$ cat src/rtl/seven_tube_decode.sv
// Recovers a 6-digit frame (nibbles + dots) by watching a multiplexed 7-segment bus.
// States: SYNC = waiting for a stable digit 0 | CAPTURE = collecting digits 1..5 in order.
module seven_tube_decode #(
  parameter int unsigned STABLE_CYC = 16
) (
  input  logic        clk,
  input  logic        rst_n,
  input  logic [7:0]  seg,
  input  logic [2:0]  sel,
  output logic [23:0] data_out,
  output logic [5:0]  point_out,
  output logic        frame_valid,
  output logic        err
);

  typedef enum logic {ST_SYNC, ST_CAPTURE} state_t;

  localparam logic [7:0] CNT_MAX = 8'(STABLE_CYC);
  localparam logic [7:0] CNT_PRE = 8'(STABLE_CYC - 1);

  logic [7:0]  r_seg_m, r_seg_s;
  logic [2:0]  r_sel_m, r_sel_s;
  logic [10:0] r_prev;
  logic [7:0]  r_cnt;
  logic [23:0] r_shadow_d;
  logic [5:0]  r_shadow_p;
  logic [2:0]  r_exp;
  logic        r_frame_valid, r_err;
  logic [23:0] r_data_out;
  logic [5:0]  r_point_out;
  state_t      r_state, w_state_nxt;

  logic [10:0] w_cur;
  logic        w_same, w_strobe;
  logic        w_valid, w_dot;
  logic [3:0]  w_nib;
  logic [23:0] w_ins_d;
  logic [5:0]  w_ins_p;
  logic        w_restart, w_store, w_publish, w_err_set;

  always_ff @(posedge clk or negedge rst_n) begin
    if (!rst_n) begin
      r_seg_m <= '0;
      r_seg_s <= '0;
      r_sel_m <= '0;
      r_sel_s <= '0;
    end else begin
      r_seg_m <= seg;
      r_seg_s <= r_seg_m;
      r_sel_m <= sel;
      r_sel_s <= r_sel_m;
    end
  end

  assign w_cur  = {r_sel_s, r_seg_s};
  assign w_same = (w_cur == r_prev);
  // Strobe only on the transition into CNT_MAX, so each stable period yields one sample.
  assign w_strobe = w_same && (r_cnt == CNT_PRE);

  always_ff @(posedge clk or negedge rst_n) begin
    if (!rst_n) begin
      r_prev <= '0;
      r_cnt  <= '0;
    end else begin
      r_prev <= w_cur;
      if (!w_same)
        r_cnt <= '0;
      else if (r_cnt != CNT_MAX)
        r_cnt <= r_cnt + 8'd1;
    end
  end

  always_comb begin
    w_valid = 1'b1;
    w_nib   = 4'h0;
    case (r_seg_s[6:0])
      7'b1000000: w_nib = 4'h0;
      7'b1111001: w_nib = 4'h1;
      7'b0100100: w_nib = 4'h2;
      7'b0110000: w_nib = 4'h3;
      7'b0011001: w_nib = 4'h4;
      7'b0010010: w_nib = 4'h5;
      7'b0000010: w_nib = 4'h6;
      7'b1111000: w_nib = 4'h7;
      7'b0000000: w_nib = 4'h8;
      7'b0010000: w_nib = 4'h9;
      7'b0111111: w_nib = 4'hA;
      7'b1111111: w_nib = 4'hF;
      default:    w_valid = 1'b0;
    endcase
    // Minus and blank carry no decimal point.
    w_dot = ~r_seg_s[7] && (w_nib != 4'hA) && (w_nib != 4'hF);
  end

  always_comb begin
    w_ins_d = r_shadow_d;
    w_ins_p = r_shadow_p;
    for (int i = 0; i < 6; i++) begin
      if (r_sel_s == 3'(i)) begin
        w_ins_d[23-4*i -: 4] = w_nib;
        w_ins_p[5-i]         = w_dot;
      end
    end
  end

  always_ff @(posedge clk or negedge rst_n) begin
    if (!rst_n)
      r_state <= ST_SYNC;
    else
      r_state <= w_state_nxt;
  end

  always_comb begin
    w_state_nxt = r_state;
    w_restart   = 1'b0;
    w_store     = 1'b0;
    w_publish   = 1'b0;
    w_err_set   = 1'b0;
    case (r_state)
      ST_SYNC: begin
        if (w_strobe && (r_sel_s == 3'd0) && w_valid) begin
          w_restart   = 1'b1;
          w_state_nxt = ST_CAPTURE;
        end
      end
      ST_CAPTURE: begin
        if (w_strobe) begin
          if ((r_sel_s == r_exp) && w_valid) begin
            if (r_sel_s == 3'd5) begin
              w_publish   = 1'b1;
              w_state_nxt = ST_SYNC;
            end else begin
              w_store = 1'b1;
            end
          end else begin
            w_err_set = 1'b1;
            // A fresh digit 0 on the failing strobe starts the next frame directly.
            if ((r_sel_s == 3'd0) && w_valid)
              w_restart = 1'b1;
            else
              w_state_nxt = ST_SYNC;
          end
        end
      end
      default: w_state_nxt = ST_SYNC;
    endcase
  end

  always_ff @(posedge clk or negedge rst_n) begin
    if (!rst_n) begin
      r_shadow_d    <= '0;
      r_shadow_p    <= '0;
      r_exp         <= '0;
      r_data_out    <= '0;
      r_point_out   <= '0;
      r_frame_valid <= 1'b0;
      r_err         <= 1'b0;
    end else begin
      r_frame_valid <= w_publish;
      r_err         <= w_err_set;
      if (w_restart) begin
        r_shadow_d <= {w_nib, 20'h0};
        r_shadow_p <= {w_dot, 5'b0};
        r_exp      <= 3'd1;
      end else if (w_store) begin
        r_shadow_d <= w_ins_d;
        r_shadow_p <= w_ins_p;
        r_exp      <= r_exp + 3'd1;
      end else if (w_publish) begin
        r_data_out  <= w_ins_d;
        r_point_out <= w_ins_p;
        r_shadow_d  <= '0;
        r_shadow_p  <= '0;
        r_exp       <= '0;
      end else if (w_err_set) begin
        r_shadow_d <= '0;
        r_shadow_p <= '0;
        r_exp      <= '0;
      end
    end
  end

  assign data_out    = r_data_out;
  assign point_out   = r_point_out;
  assign frame_valid = r_frame_valid;
  assign err         = r_err;

endmodule

$ cat config.mk
export PLATFORM = sky130hd
export DESIGN_NAME = seven_tube_decode
export DESIGN_NICKNAME = d
export VERILOG_FILES = /design/src/rtl/seven_tube_decode.sv
export SDC_FILE = /design/constraint.sdc
export NUM_CORES = 1
export LEC_CHECK = 0
export CAP_MARGIN = 0
export CORE_MARGIN = 10
export CORE_UTILIZATION = 37
export CTS_BUF_LIST = sky130_fd_sc_hd__clkbuf_2
export CTS_CLUSTER_SIZE = 12
export DETAILED_ROUTE_END_ITERATION = 16
export PLACE_DENSITY = 0.56
export SLEW_MARGIN = 20
export SYNTH_ARGS = -nofsm -noshare
export SYNTH_HDL_FRONTEND = slang
export SYNTH_SLANG_ARGS = --single-unit
$ cat constraint.sdc
create_clock -name clk -period 2.6 [get_ports clk]
set_input_delay 0.52 -clock clk [delete_from_list [all_inputs] [get_ports clk]]
set_output_delay 0.52 -clock clk [all_outputs]
set_load 0.02 [all_outputs]
======== Yosys cells after proc, flatten, opt, wreduce, memory -nomap -nowiden ========
Cells that the tools add are included.
storage, ports and cells
  input bits .............................. 13
  output and inout bits ................... 32
  flip-flop bits (word level) ............. 107
cells by class
  $add $sub $neg .......................... 2
  equality and inequality tests ........... 23
  muxes and demuxes ....................... 47
  reductions and logical operators ........ 12
  bitwise gates (word level) .............. 4
operators with widths
  cell                                                 number
  2-to-1 mux 24 bit                                    4
  one-hot mux 4 bit (11 select lines)                  1
  equality test 7 bit, second input constant           4
  2-to-1 mux 1 bit                                     24
  2-to-1 mux 4 bit                                     6
  2-to-1 mux 6 bit                                     4
  equality test 7 x 5 -> 1 bit, second input constant  3
  equality test 7 x 6 -> 1 bit, second input constant  3
  2-to-1 mux 8 bit                                     2
  2-to-1 mux 3 bit                                     4
  OR reduction 12 bit                                  1
  equality test 11 bit                                 1
  adder 8 x 1 -> 8 bit, second input constant          1
  equality test 8 x 4 -> 1 bit, second input constant  1
  != test 4 bit, second input constant                 2
  != test 8 x 5 -> 1 bit, second input constant        1
  equality test 7 x 2 -> 1 bit, second input constant  1
  logical AND 1 bit                                    7
  zero test 7 bit                                      1
  equality test 3 x 2 -> 1 bit, second input constant  2
  equality test 3 bit, second input constant           2
  NOT 1 bit                                            4
  one-hot mux 1 bit (2 select lines)                   2
  nonzero test 4 bit                                   1
  6 further kinds                                      6

======== Depth between registers and ports, before layout ========
Gate-level depths: netlist of run 1.
  depth after elaboration ................. 11
  mapped depth ............................ 9

======== Worst setup path after synthesis of run 1 ========
No wires, ideal clock.
  path kind ............................... reg2reg
  start point ............................. register r_seg_s[0]
  end point ............................... register r_data_out[0], in the netlist data_out[0]
  cell stages (with the launch flop) ...... 9
  required time ........................... 2.475 ns
  slack ................................... 0.070 ns
  clock period less this slack ............ 2.530 ns
  arrival time ............................ 2.405 ns
  cell sequence ........................... dfrtp_1 > buf_6 > or4_4 > o21ai_2 > a31oi_2 > and3_4 > nor4b_4 > buf_6 > mux2_4
between the ends
  word-level cells in the longest chain between the ends .. 10
  elaborated cells on any way between the ends .. 36
  classes of those cells .................. eq/ne: 12; mux: 14; bitwise: 2; reduce/logical: 8
ends and longest elaborated chain
  what                                               line  RTL
  start, declared                                    21    logic [7:0] r_seg_m, r_seg_s;
  start signal, assigned                             49    r_seg_s <= r_seg_m;
  equality test 7 bit, or another cell as far along  76    case (r_seg_s[6:0])
  OR reduction 12 bit (no line)                      --
  2-to-1 mux 1 bit                                   76
  logical AND 1 bit                                  138   if ((r_sel_s == 3'd0) && w_valid)
  2-to-1 mux 1 bit                                   138
  2-to-1 mux 1 bit                                   128   if ((r_sel_s == r_exp) && w_valid) begin
  2-to-1 mux 1 bit                                   127   if (w_strobe) begin
  one-hot mux 1 bit (2 select lines)                 119   case (r_state)
  NOT 1 bit (no line)                                --
  AND reduction 3 bit (no line)                      --
  end signal, assigned                               170   r_data_out <= w_ins_d;
  end, declared                                      29    logic [23:0] r_data_out;
Parallel ways exist; a longest one is shown, timed or not.
A chain may end at the register's enable or synchronous reset.

======== Final worst setup path of run 1 ========
  start point ............................. register r_prev[8]
  end point ............................... register r_point_out[0], in the netlist point_out[0]
between the ends
  word-level cells in the longest chain between the ends .. 8
  elaborated cells on any way between the ends .. 14
  classes of those cells .................. eq/ne: 1; mux: 7; bitwise: 2; reduce/logical: 4
ends and longest elaborated chain
  what                                line  RTL
  start, declared                     23    logic [10:0] r_prev;
  start signal, assigned              65    r_prev <= w_cur;
  equality test 11 bit (*)            56    assign w_same = (w_cur == r_prev);
  logical AND 1 bit (*)               58    assign w_strobe = w_same && (r_cnt == CNT_PRE);
  logical AND 1 bit (2 in series)     121   if (w_strobe && (r_sel_s == 3'd0) && w_valid) begin
  2-to-1 mux 1 bit                    121
  one-hot mux 1 bit (2 select lines)  119
  NOT 1 bit (no line)                 --
  AND reduction 3 bit (no line) (*)   --
  end signal, assigned                171   r_point_out <= w_ins_p;
  end, declared                       30    logic [5:0] r_point_out;
Every way passes the cells marked *; elsewhere a longest branch is shown, timed or not.

==> summary.txt, run 1 <==
Floorplanning
  • Row count: 40
  • Io pins: 45
  • Full die area: ~17000 µm²
  • Die Ht: 131.1 µm
  • Initial Util: 37.83%
  • Horiz. Die Dim: 131.1 µm
  • Core area: approximately 12000 µm²

STA
  • Final Hold Viols: 0
  • Number of setup violations in the final report: 0
  • Setup_tns: 0 ns
  • Hold slack: 0.3374 ns
  • Fin Clk Skew: around 0.031 ns
  • Fmax: roughly 390 MHz
  • Post-route setup slack: approximately 0.044 ns
  • Worst rel slew slack: 69.37%
  • Final Cycle Share: 98.30%
  • Max-slew violations: 0
  • Post-route minimum period: 2.556 ns
  • Worst-margin pin slew: 0.4583 ns
  • RSZ-0062 raised after global routing: true

Clocking
  • CTS tree: yes
  • Sink Count: between 100 and 150
  • Htree depth: 3
  • Max Root-Sink Buffers: 2
  • Clk slew on worst S/H paths: 0.25 ns
  • Clock Latency Late Sink: 0.57 ns
  • CTS root buffer: clkbuf_2
  • CTS buffer count: 9

Cells and area
  • Filler cell count: 1138
  • Register area: 2557 µm²
  • Most frequent cells in the layout: 98 x dfrtp_1, 44 x nand2_1, 43 x clkdlybuf4s50_1
  • Final Util: 46.68%
  • Post-layout net count: approximately 480
  • Share of layout cells above drive strength 1: 21.91%
  • Multi-input gate area: ~1900 µm²
  • Area Overhead vs Synth: 23.39%
  • Commonest non-fill, non-tap cell in the layout: dfrtp_1
  • Final instance area: 5630 µm²

Job
  • Max-Cap Viols: 0

Power
  • Clock power frac: 31.2%
  • Sw Share: 23.71%
  • Part of the power in registers: 62.2%
  • Worst vdd rail ir drop: 0.0002276 V
  • Power per cell area: approximately 470 nW/µm²
  • Internal power component: between 2 and 2.5 mW
  • Logic gate share of total power: roughly 6.6%
  • Switching pwr: between 0.6 and 0.7 mW
  • Leakage power: 2.396 nW

Worst setup path
  • CP endpoint kind: flop
  • WP data arrival: 3.02 ns
  • CP max FO: 8
  • Reg2Reg Setup Slack: between 0.04 and 0.05 ns
  • Startpoint class of the critical path: flop
  • Worst path required time: 3.06 ns
  • R2R depth: 9
  • Setup CP Type: flop to flop
  • Reg-to-reg startpoint: r_prev[8]
  • Reg2reg end: point_out[0]

Logic synthesis
  • Mapped Nets: 409
  • Post-synth EDFFs: 0
  • Ys flop type: dfrtp_1
  • Synth async-reset ratio: 100.0%
  • Seq/Total Area, Yosys: between 50% and 60%
  • #FFs+latches synth: around 100
  • Mapped Avg Cell Area: 11.61 µm²
  • Yosys warns: 0
  • Mapped Area: 4563 µm²
  • Yosys top cell area share: 55.94%
  • Yosys top cell by area: dfrtp_1
  • Library cells used by synthesis: 50
  • Synth area leaders: dfrtp_1 56%, mux2_4 6.6%, o2bb2ai_1 3.8%, nand2_1 3.6%, xor2_1 3.5%
  • Post-Syn Instances: a little under 400

Global route
  • First-pass GRT wire length: 16150 µm
  • Total track usage: between 10% and 20%
  • Vias in the first global route: 3182
  • Largest net degree at the start of global routing: 54
  • Initial antenna violation count: 1
  • GR Overflow Total: 0

Status
  • Outcome: finished, final reports clean

Placed design
  • Dpl ws: -0.08250 ns
  • GPL Wtd Cong: between 0.8 and 0.9
  • Hpwl dp: between 6000 and 7000 µm
  • Post-place instance area: 5379 µm²
  • IO Port Bufs: 44

Route
  • Drt initial violations: 263
  • DR pass1 iterations: 4
  • DRC viols: 0
  • Final wirelength: 9800 µm
  • Wire per inst: 15.34 µm
  • Antenna-violating nets left: 0
  • DR vias: 3119
  • DR vias/cell: 4.881

Worst hold path
  • Hold Path Class: input port to asynchronous set/reset pin
-- how the worst max path moves through the flow --
stage | endpoint | cells past startpoint | from | slack, ns
after detailed placement | point_out[3] | 8 | r_seg_s[2] | -0.08
after floorplan | data_out[0] | 8 | r_seg_s[0] | 0.07
after global placement | point_out[2] | 8 | r_seg_s[2] | -0.12
final | point_out[0] | 9 | r_prev[8] | 0.04
after global routing | point_out[0] | 8 | r_seg_s[6] | -0.10
after CTS | point_out[0] | 8 | r_cnt[5] | 0.002
-- metrics by stage --
step	power [mW]	instances
3_5_place_dp	1.834	618
3_3_place_gp	1.830	618
2_1_floorplan	1.736	393
5_1_grt	2.746	639
4_1_cts	2.670	634
6_report	2.629	639
-- repair_timing --
action,4_1_cts,5_1_grt
buffers inserted,0,2
pin swaps,0,6
hold buffers,1,0
gates resized for setup,3,17
endpoints found under the hold margin,19,0
setup endpoints to repair,29,34
gates cloned,0,2
-- layer usage --
metal / GRT usage, % / wire length (µm)
met4: 4.447 / 72
met3: 3.017 / 550
met5: 0 / 0
met2: 17.21 / 4292
met1: 16.58 / 4885
-- final cells by class --
class                           count  area share, %
Antenna cell                        1        0.04444
Clock buffer                       11         0.9778
Clock inverter                      4          1.289
Inverter                            8         0.5333
Multi-Input combinational cell    260          33.76
Sequential cell                   102          45.42
Tap cell                          168          3.733
Timing Repair Buffer               85          14.24
-- state kept, by name, summed over array words and instances (netlist names), 5 cells and up --
signal	count
r_shadow_p	5
r_seg_m	8
data_out	24
point_out	6
r_cnt	8
r_seg_s	8
r_prev	11
r_shadow_d	20
-- power groups by stage --
stage	registers (mW)	logic [mW]	clock network, mW
2_1_floorplan	1.65	0.0841	0
3_3_place_gp	1.66	0.169	0
3_5_place_dp	1.66	0.171	0
4_1_cts	1.64	0.174	0.859
5_1_grt	1.64	0.195	0.910
6_report	1.64	0.173	0.821
-- worst max-delay path, stage by stage, from the launching register on --
cell	delay [ns]
dfrtp_1	0.43
xor2_1	0.17
nor4_2	0.34
buf_4	0.18
nand4_1	0.12
or2_4	0.30
nor4b_4	0.28
buf_6	0.17
clkbuf_16	0.17
mux2_4	0.30
-- kinds of logic after synthesis --
family	count (synthesis)	share of synthesized area, %
adder cells (fa/ha/maj)	3	0.8227
multiplexers	32	9.433
flip-flops	102	55.94
AND/OR/NAND/NOR	125	14.18
AO/OA/AOI/OAI	79	12.15
XOR/XNOR	21	4.031
buffers and inverters	31	3.455
-- cells in the mapped netlist (2+ instances only) --
library cell    n
a21o_1          5
a21oi_1         7
a311o_1         2
a31oi_1         2
and3_1          2
buf_2           6
buf_6           4
clkbuf_1       11
dfrtp_1       102
ha_1            3
inv_1           8
mux2_1          7
mux2_4         20
mux2i_1         4
nand2_1        44
nand2b_1        5
nand3_1        12
nand3b_1        4
nand4_1         5
nand4b_1        2
nor2_1         23
nor3_1         10
nor4_1          2
o21ai_0        29
o21ai_2         2
o22ai_1         5
o2bb2ai_1      20
or2_2           2
or3_1           3
or4_1           2
or4_4           2
xnor2_1         3
xor2_1         18
(Power assumes the default switching activity.)
==> run 2: changes to the inputs <==
Settings changed: RECOVER_POWER from default to 50.
==> run 2 against run 1 <==
Count of clock-buffer cells in the layout unchanged. Final cell count unchanged. Flip-flop and latch count stayed put. Combinational power down 4%. Die area stayed put. Fmax about the same. Sequential share of layout area grew 0.13 points. Power shrank 0.21%.
==> summary.txt, run 2 (synthesized netlist as in run 1, its figures left out) <==
Floorplanning
  • Initial Util: 37.83%
  • Core area: 12060 µm²
  • Horiz. Die Dim: 131.1 µm
  • Io pins: 45
  • Die Ht: 131.1 µm
  • Full die area: 17180 µm²
  • Row count: 40

Global route
  • First-pass GRT wire length: 16150 µm
  • Largest net degree at the start of global routing: 54
  • Initial antenna violation count: 1
  • Vias in the first global route: 3182
  • Total track usage: 11.84%
  • GR Overflow Total: 0

Worst setup path
  • Reg-to-reg startpoint: r_prev[8]
  • CP endpoint kind: flop
  • Crit path max-delay family: simple AND/OR/NAND/NOR gates
  • Setup CP Type: flop to flop
  • CP cell instances: xor2_1, nor4_2, buf_4, nand4_1, or2_4, nor4b_4, buf_6, clkbuf_16, mux2_4
  • Startpoint class of the critical path: flop
  • CP max-delay cell: dfrtp_1
  • Reg2Reg Setup Slack: 0.04 ns
  • Worst Setup SP: r_prev[8]
  • R2R depth: 9
  • Crit path buf inv count: 3
  • Worst path required time: 3.06 ns
  • CP max FO: 8
  • Crit-path max cell delay: around 0.43 ns
  • Reg2reg end: point_out[0]
  • WP data arrival: 3.02 ns

STA
  • Worst rel slew slack: between 20% and 30%
  • RSZ-0062 raised after global routing: true
  • Final Cycle Share: 98.28%
  • Max-slew violations: 0
  • Fmax: 391.4 MHz
  • Number of setup violations in the final report: 0
  • Final Hold Viols: 0
  • Fin Clk Skew: 0.03182 ns
  • Post-route minimum period: 2.555 ns
  • Worst-margin pin slew: roughly 1.1 ns

Placed design
  • IO Port Bufs: 44
  • GPL Wtd Cong: around 0.84
  • Hpwl dp: 6835 µm

Route
  • DR vias/cell: 4.870
  • DR vias: 3112
  • Wire per inst: between 15 and 20 µm
  • DRC viols: 0
  • Drt initial violations: 272
  • DR pass1 iterations: 4
  • Final wirelength: a little under 10000 µm
  • Antenna-violating nets left: 0

Cells and area
  • Most frequent cells in the layout: 98 x dfrtp_1, 44 x nand2_1, 35 x buf_4
  • Commonest non-fill, non-tap cell in the layout: dfrtp_1
  • Number of flip-flops in the largest register: 24
  • Final Util: 46.55%
  • Share of layout cells above drive strength 1: 21.70%
  • Area Overhead vs Synth: 23.03%
  • Post-layout net count: between 400 and 500

Worst hold path
  • Hold depth: 0
  • WHS Endpoint: r_sel_s[0]
  • Hold Path Class: flop to flop
  • Min-delay src: r_sel_m[0]

Clocking
  • CTS buffer count: 9
  • Clock Latency Late Sink: roughly 0.57 ns
  • Max Root-Sink Buffers: 2
  • CTS root buffer: clkbuf_2
  • Clk slew on worst S/H paths: about 0.24 ns
  • CTS tree: yes
  • Sink Count: 102
  • Htree depth: 3

Status
  • Outcome: finished, final reports clean

Job
  • Max-Cap Viols: 0

Power
  • Total power: around 2.6 mW
  • Power per cell area: 467.4 nW/µm²
  • Worst vdd rail ir drop: about 0.00023 V
  • Leakage power: 2.390 nW
==> run 2: cell count changes in the layout (fill, tap and decap cells not counted), sizes merged <==
cell	before	now
buf	40	38
clkbuf	12	14
clkdlybuf4s50	43	32
dlygate4sd3	1	12
==> run 2: where the power goes <==
group,switching (mW),internal (mW)
clock network,0.502,0.320
registers,0.0194,1.62
logic,0.103,0.0636
total,0.624,2.00
==> run 2: what timing repair did <==
action | 4_1_cts | 5_1_grt
pin swaps | 0 | 6
setup endpoints to repair | 29 | 34
resized for setup | 3 | 17
setup buffers | 0 | 2
hold endpoints to repair | 19 | 0
hold buffers | 1 | 0
gates cloned | 0 | 2
==> run 2: worst max-delay path by stage <==
stage,end,cells past startpoint
4_1_cts,point_out[0],8
5_1_grt,point_out[0],8
3_3_place_gp,point_out[2],8
6_report,point_out[0],9
2_1_floorplan,data_out[0],8
3_5_place_dp,point_out[3],8
==> run 2: layer usage <==
metal / track usage (%) / vias to the layer above / part of all wire [%]
li1: - / 1538 / -
met1: 16.58 / 1510 / 50
met2: 17.21 / 57 / 44
met3: 3.017 / 7 / 5.5
met4: 4.447 / 0 / 0.52
met5: 0 / - / 0
==> run 2: metrics by stage <==
stage                     cell area [µm²]  setup TNS (ns)  hold slack (ns)  setup slack [ns]  cells
final                                5614               0           0.3696           0.04476    639
after global routing                 5614          -2.167           0.3783           -0.1047    639
after CTS                            5525               0           0.3112          0.001500    634
after detailed placement             5379          -1.379           0.3347          -0.08250    618
after global placement               5379          -2.751           0.3319           -0.1169    618
after floorplan                      4563               0           0.2244           0.07025    393
==> run 2: layout make-up <==
type                       instances  area [µm²]
fill                            1139        6447
sequential                       102        2557
multi-input combinational        260        1901
timing repair buffer              85       785.8
tap                              168       210.2
clock inverter                     4       72.57
clock buffer                      11       55.05
inverter                           8       30.03
antenna                            1       2.502
==> run 2: worst reg2reg max path, delay by kind of cell, from the launching register on <==
| kind | cells | cell delay, ns |
|---|---|---|
| mux | 1 | 0.30 |
| simple gates | 4 | 1.04 |
| flops | 1 | 0.43 |
| xor+xnor | 1 | 0.17 |
| buf+inv | 3 | 0.52 |
